--- config.mk ---
export PLATFORM = sky130hd
export DESIGN_NAME = hazard_unit_v2
export DESIGN_NICKNAME = d
export VERILOG_FILES = /design/src/rtl/hazard_unit_v2.sv
export SDC_FILE = /design/constraint.sdc
export NUM_CORES = 1
export LEC_CHECK = 0
export BUFFER_PORTS_ARGS = -buffer_cell sky130_fd_sc_hd__clkbuf_2
export CAP_MARGIN = 20
export CORE_UTILIZATION = 47
export DETAILED_ROUTE_END_ITERATION = 8
export PLACE_DENSITY = 0.76
export SYNTH_ARGS = -nofsm -noshare
export SYNTH_HDL_FRONTEND = slang
export SYNTH_SLANG_ARGS = --single-unit
--- constraint.sdc ---
create_clock -name clk -period 2.12 [get_ports clk]
set_clock_uncertainty 0.1 [all_clocks]
set_input_delay 0.212 -clock clk [delete_from_list [all_inputs] [get_ports clk]]
set_output_delay 0.212 -clock clk [all_outputs]
set_load 0.05 [all_outputs]
--- src/rtl/hazard_unit_v2.sv ---
// hazard_unit_v2: hazard control for the 5-stage MIPS pipeline (F/D/E/M/W).
// Handles N-operand M/W forwarding, the D-stage load-use interlock, cache and
// ALU stalls, exception/mispredict flushes, a deferred jr/jalr conflict flush
// that waits out a D stall, a long-stall watchdog and saturating counters.
module hazard_unit_v2 #(
    parameter int REG_AW  = 5,
    parameter int NSRC    = 2,
    parameter int CNT_W   = 32,
    parameter int TIMEOUT = 1024
) (
    input  logic                     clk,
    input  logic                     resetn,
    input  logic                     i_cache_stall,
    input  logic                     d_cache_stall,
    input  logic                     alu_stallE,
    input  logic                     flush_jump_conflictE,
    input  logic                     flush_pred_failedM,
    input  logic                     flush_exceptionM,
    input  logic [NSRC*REG_AW-1:0]   src_regD,
    input  logic [NSRC*REG_AW-1:0]   src_regE,
    input  logic                     regwriteE,
    input  logic                     regwriteM,
    input  logic                     regwriteW,
    input  logic                     mem_readE,
    input  logic [REG_AW-1:0]        writeregE,
    input  logic [REG_AW-1:0]        writeregM,
    input  logic [REG_AW-1:0]        writeregW,
    output logic                     stallF,
    output logic                     stallD,
    output logic                     stallE,
    output logic                     stallM,
    output logic                     stallW,
    output logic                     flushF,
    output logic                     flushD,
    output logic                     flushE,
    output logic                     flushM,
    output logic                     flushW,
    output logic                     longest_stall,
    output logic [2*NSRC-1:0]        forwardE,
    output logic                     stall_timeout,
    output logic [CNT_W-1:0]         stall_cycles,
    output logic [CNT_W-1:0]         flush_events
);

    localparam int RUN_W = $clog2(TIMEOUT + 1);

    // Registered state
    logic             r_jpend;
    logic [RUN_W-1:0] r_run;
    logic             r_stall_timeout;
    logic [CNT_W-1:0] r_stall_cycles;
    logic [CNT_W-1:0] r_flush_events;

    // Combinational terms
    logic             w_cache;
    logic             w_longest;
    logic             w_exc;
    logic             w_load_use;
    logic             w_jump_req;
    logic [2*NSRC-1:0] w_fwd;
    logic             w_stallF, w_stallD, w_stallE, w_stallM, w_stallW;
    logic             w_flushD, w_flushE, w_flushM, w_flushW;
    logic [RUN_W-1:0] w_run_next;

    assign w_cache    = i_cache_stall | d_cache_stall;
    assign w_longest  = w_cache | alu_stallE;
    assign w_exc      = flush_exceptionM;
    assign w_jump_req = flush_jump_conflictE | r_jpend;

    // Per-operand forwarding select; M is newer than W so it wins, $0 never forwards
    always_comb begin
        // NOTE: every variable gets a default before any conditional write so no latch is inferred.
        w_fwd = '0;
        for (int i = 0; i < NSRC; i++) begin
            if (src_regE[i*REG_AW +: REG_AW] != '0 && regwriteM &&
                src_regE[i*REG_AW +: REG_AW] == writeregM) begin
                w_fwd[2*i +: 2] = 2'b01;
            end else if (src_regE[i*REG_AW +: REG_AW] != '0 && regwriteW &&
                         src_regE[i*REG_AW +: REG_AW] == writeregW) begin
                w_fwd[2*i +: 2] = 2'b10;
            end
        end
    end

    // Load-use: a D-stage operand needs the value the E-stage load has not fetched yet
    always_comb begin
        w_load_use = 1'b0;
        if (mem_readE && regwriteE && writeregE != '0) begin
            for (int i = 0; i < NSRC; i++) begin
                if (src_regD[i*REG_AW +: REG_AW] == writeregE) begin
                    w_load_use = 1'b1;
                end
            end
        end
    end

    // Stall and flush equations; an exception lets F and W run so the handler fetch proceeds
    always_comb begin
        w_stallF = ~w_exc & (w_longest | w_load_use);
        w_stallD = w_longest | w_load_use;
        w_stallE = w_longest;
        w_stallM = w_cache;
        w_stallW = ~w_exc & w_cache;

        w_flushD = w_exc | flush_pred_failedM | (w_jump_req & ~w_stallD);
        w_flushE = w_exc | (flush_pred_failedM & ~w_longest) | (w_load_use & ~w_longest);
        w_flushM = w_exc;
        w_flushW = w_exc;
    end

    // Next value of the consecutive long-stall run length, saturating at TIMEOUT
    always_comb begin
        w_run_next = '0;
        if (w_longest) begin
            w_run_next = (r_run == RUN_W'(TIMEOUT)) ? r_run : r_run + RUN_W'(1);
        end
    end

    // Deferred jump flush: remember a conflict redirect that arrived while D was stalled
    always_ff @(posedge clk) begin
        // NOTE: reset is synchronous, so it sits inside the clocked block and is sampled on the edge.
        if (!resetn) begin
            // NOTE: sequential state uses non-blocking assignment so all registers update together.
            r_jpend <= 1'b0;
        end else if (w_exc || flush_pred_failedM) begin
            r_jpend <= 1'b0;
        end else if (flush_jump_conflictE && w_stallD) begin
            r_jpend <= 1'b1;
        end else if (!w_stallD) begin
            r_jpend <= 1'b0;
        end
    end

    // Watchdog: raise stall_timeout once the run length reaches TIMEOUT
    always_ff @(posedge clk) begin
        if (!resetn) begin
            r_run           <= '0;
            r_stall_timeout <= 1'b0;
        end else begin
            r_run           <= w_run_next;
            r_stall_timeout <= (w_run_next == RUN_W'(TIMEOUT));
        end
    end

    // Saturating performance counters for fetch-stall cycles and decode flushes
    always_ff @(posedge clk) begin
        if (!resetn) begin
            r_stall_cycles <= '0;
            r_flush_events <= '0;
        end else begin
            if (w_stallF && r_stall_cycles != '1) begin
                r_stall_cycles <= r_stall_cycles + CNT_W'(1);
            end
            if (w_flushD && r_flush_events != '1) begin
                r_flush_events <= r_flush_events + CNT_W'(1);
            end
        end
    end

    // While reset is held the pipeline is frozen-and-cleared: no stalls, flush D..W
    assign stallF        = resetn & w_stallF;
    assign stallD        = resetn & w_stallD;
    assign stallE        = resetn & w_stallE;
    assign stallM        = resetn & w_stallM;
    assign stallW        = resetn & w_stallW;
    assign flushF        = 1'b0;
    assign flushD        = ~resetn | w_flushD;
    assign flushE        = ~resetn | w_flushE;
    assign flushM        = ~resetn | w_flushM;
    assign flushW        = ~resetn | w_flushW;
    assign longest_stall = w_longest;
    assign forwardE      = resetn ? w_fwd : '0;
    assign stall_timeout = r_stall_timeout;
    assign stall_cycles  = r_stall_cycles;
    assign flush_events  = r_flush_events;

endmodule
==> run summary <==
The via count of the routed design came out at between 4000 and 5000. Of all nets on the critical path, the largest fanout is 6. The area share of the largest cell type after synthesis came out at around a third.

Setup violations remaining at the end of the flow were counted as 0. In this run, the number of DRC markers left after iteration 0 of detailed routing was approximately 160. The power share of the sequential group came out at 46.6%. Counting instances in the post-synthesis netlist gives the leading cell types as 77 x sky130_fd_sc_hd__dfxtp_1, 72 x sky130_fd_sc_hd__nor2_1, 55 x sky130_fd_sc_hd__xnor2_1, 37 x sky130_fd_sc_hd__nand3_1. The count of flip-flops with a built-in enable after synthesis came out at 0. The post-route worst setup slack came out at roughly 0.0024 ns.

127 I/O pins were placed. The number of antenna violations at the first check in global routing came out at 0. The utilization after layout is roughly two thirds. The top cell type by total area after synthesis is sky130_fd_sc_hd__dfxtp_1. The worst slack after detailed placement is -0.171 ns.

The antenna violation net count after detailed routing is 0. The number of buffers and inverters on the critical path is 1. The flow ran to the end, and the final reports show no timing, DRC or antenna violations. Among cell families on the critical path, the largest total delay comes from simple AND/OR/NAND/NOR gates. Counting I/O delays and the setup requirement, the final critical path takes 2.12 ns. After the last flow step, the layout net total stands at 750. The post-layout total power is between 3000 and 4000 uW. Detailed placement finished with a half-perimeter wire length of 8550 um.

The cell row count is 35. The cell count after synthesis came out at approximately 530. The most numerous cell type found on the critical path is sky130_fd_sc_hd__and3_4. The signal arrival time at the worst endpoint is roughly 2.3 ns.

Traced cell by cell, the critical path runs through and4_4 > and3_4 > and3_4 > nor2b_4 > nand4_1 > buf_6 > or4_4 > a21oi_2. The post-place instance area came out at around 5600 sq um. The worst setup path is captured at a register. The CTS tree is built. Buffers inserted during clock tree synthesis total 9. The first detailed-routing pass took 6 iterations. The most used standard cell by instance count after synthesis is sky130_fd_sc_hd__dfxtp_1.

The warning count from the yosys run is 0. The maximum vdd drop came out at 440 uV. Headroom to the max-slew limit came out at approximately three fifths. In the synthesized netlist the async set-or-reset flop fraction comes to 0%. The fraction of power spent switching nets came out at between 20% and 30%. The number of storage elements in the synthesis netlist is 77. The endpoint required time on the critical path is 2.29 ns. The clock sink count came out at between 70 and 80.

The number of port buffers is between 100 and 150. The final layout contains routed wiring with a total length of 11600 um. From synthesis to final layout, the design area changed by 36.7%. The via count of the first global-routing pass is around 4100. The width of the die came out at ~99 um.

The maximum level of the CTS H-tree is 3. The number of hold violations in the final report is 0. The analysis attributes to net switching a power of 803 uW. The initial core utilization came out at approximately half. Setup repair after global routing could not meet its margin everywhere.

Internal power comes to between 2000 and 2500 uW. The synthesized area per cell came out at just over 8 sq um. STA classifies the critical path startpoint as a register. The part of the cycle the worst path needs is about 100%.

The portion of total power attributed to the clock network is between 30% and 40%. The delay of the slowest cell on the worst path is slightly above 0.4 ns. The number of slew-limit violations in the final report came out at 0. After synthesis, flip-flops and latches occupy between 30% and 40% of the total area. In the routed layout, each cell is associated on average with a via count of 5.36. The final global-route overflow total is 0. The power density of the placed cells is approximately 520 nW/um^2. The global-route wire length before repair is roughly 19000 um.

In this run the cell area of the synthesized design comes to 4420 sq um. The slowest stage of the critical path is the sky130_fd_sc_hd__or4_4 cell. The worst setup path is of the register to register kind. The routability-driven placement congestion ratio is just over 1. In the post-synthesis netlist, the biggest area contributors are sky130_fd_sc_hd__dfxtp_1 35%, sky130_fd_sc_hd__xnor2_1 11%, sky130_fd_sc_hd__nor2_1 6.1%.

The most used flip-flop cell after synthesis is sky130_fd_sc_hd__dfxtp_1. The path class of the tightest hold or removal check is input port to register. The all-layer global routing usage is 23.7%.

Summed over all failing endpoints, the final setup total negative slack is 0 ns. Of the cells placed in the final design, the portion with a size suffix greater than 1 is between 40% and 50%. Entering global routing, the biggest net connects slightly above 50 pins. Timing would allow up to 472 MHz. After floorplanning, the core was sized to cover approximately 9200 sq um. The share of power burned in combinational logic came out at ~14%. 0 antenna diodes ended up in the layout.

The tree is rooted in a sky130_fd_sc_hd__clkbuf_8. In the final routed layout, each cell accounts on average for 14.2 um. The count of unresolved DRC violations after routing came out at 0. The chip height came out at slightly below 100 um. The maximum buffer depth of the clock tree is 2.

The measured slew at the worst slew-check pin came out at approximately 0.58 ns. The distinct cell type count after synthesis came out at 53. The later-pin clock latency in the skew report is roughly 0.34 ns. The full die area came out at slightly below 10000 sq um. The count of max-cap constraint violations came out at 0. The finished cells cover a little over 6000 sq um. The net count after synthesis is just under 600. The analysis attributes to cell leakage a power of 0.00247 uW. Clock-pin slew was measured on the worst setup and hold paths at roughly 0.08 ns.
tightest hold or removal path, cell delays in order:
cell                       delay, ns
sky130_fd_sc_hd__clkbuf_2       0.08
sky130_fd_sc_hd__nor2_1         0.11
sky130_fd_sc_hd__nor3b_1        0.07
flip-flops by register name (all words and copies together) (netlist names):
signal / count
stall_cycles: 32
stall_timeout: 1
flush_events: 32
r_jpend: 1
r_run: 11
per-layer routing:
metal / GRT usage (%) / wire (um) / vias to the layer above
li1: - / - / 2198
met1: 30.6 / 5390 / 2056
met3: 4.96 / 432 / 16
met4: 6.54 / 185 / 0
met2: 40.2 / 5590 / 97
met5: 0 / 0 / -
cells in the final DEF (no fill, tap or decap), types with 23 or more instances in the layout:
cell                         n
sky130_fd_sc_hd__buf_4      52
sky130_fd_sc_hd__clkbuf_2  122
sky130_fd_sc_hd__dfxtp_1    31
sky130_fd_sc_hd__dfxtp_2    26
sky130_fd_sc_hd__nand2_1    30
sky130_fd_sc_hd__nand3_1    36
sky130_fd_sc_hd__nand4_1    23
sky130_fd_sc_hd__nor2_1     72
sky130_fd_sc_hd__xnor2_1    55
sky130_fd_sc_hd__xor2_1     30
path summary, 6_finish.rpt:
path                                      start                       endpoint  slack, ns  cells past startpoint
setup / recovery   stall_cycles[3]$_SDFFE_PN0P_  stall_cycles[27]$_SDFFE_PN0P_      0.002                      8
hold / removal             flush_jump_conflictE           r_jpend$_SDFFE_PP0P_       0.08                      3
setup reg to reg   stall_cycles[3]$_SDFFE_PN0P_  stall_cycles[27]$_SDFFE_PN0P_      0.002                      8
hold reg to reg   stall_cycles[27]$_SDFFE_PN0P_  stall_cycles[27]$_SDFFE_PN0P_       0.39                      2
cells by family (layout without fill, tap and decap cells):
| kind of cell | count (synthesis) | count (layout) | synth area share (%) |
|---|---|---|---|
| simple gates | 282 | 282 | 36.3 |
| xor+xnor | 85 | 85 | 16.8 |
| flops | 77 | 77 | 34.9 |
| compound gates | 40 | 40 | 5.80 |
| buf+inv | 37 | 209 | 3.57 |
| mux | 6 | 6 | 1.39 |
| fa+ha+maj | 4 | 4 | 1.13 |
| other cells | 1 | 1 | 0.0848 |
power by group through the flow:
stage / Clock [uW] / Combinational, uW / Sequential [uW]
2_1_floorplan: 0 / 220 / 1520
3_3_place_gp: 0 / 397 / 1490
3_5_place_dp: 0 / 407 / 1490
4_1_cts: 1260 / 415 / 1460
5_1_grt: 1330 / 463 / 1460
6_report: 1240 / 432 / 1460
through the flow:
stage | instances | hold WS (ns)
after floorplan | 532 | 0.188
after global placement | 791 | 0.314
after detailed placement | 791 | 0.323
after CTS | 811 | 0.0583
after global routing | 815 | 0.108
final | 815 | 0.0848
repair_timing:
action	4_1_cts	5_1_grt
endpoints found under the hold margin	1	0
gates cloned	1	0
buffers inserted	2	7
pin swaps	4	19
setup endpoints to repair	3	32
hold buffers	1	0
resized for setup	10	23
cell type report:
class / instances / area, sq um
Sequential cell: 77 / 1650
Clock inverter: 5 / 72.6
Fill cell: 768 / 3160
Multi-Input combinational cell: 418 / 2880
Clock buffer: 11 / 151
Tap cell: 111 / 139
Timing Repair Buffer: 182 / 1110
Inverter: 11 / 41.3
(Power assumes the default switching activity.)
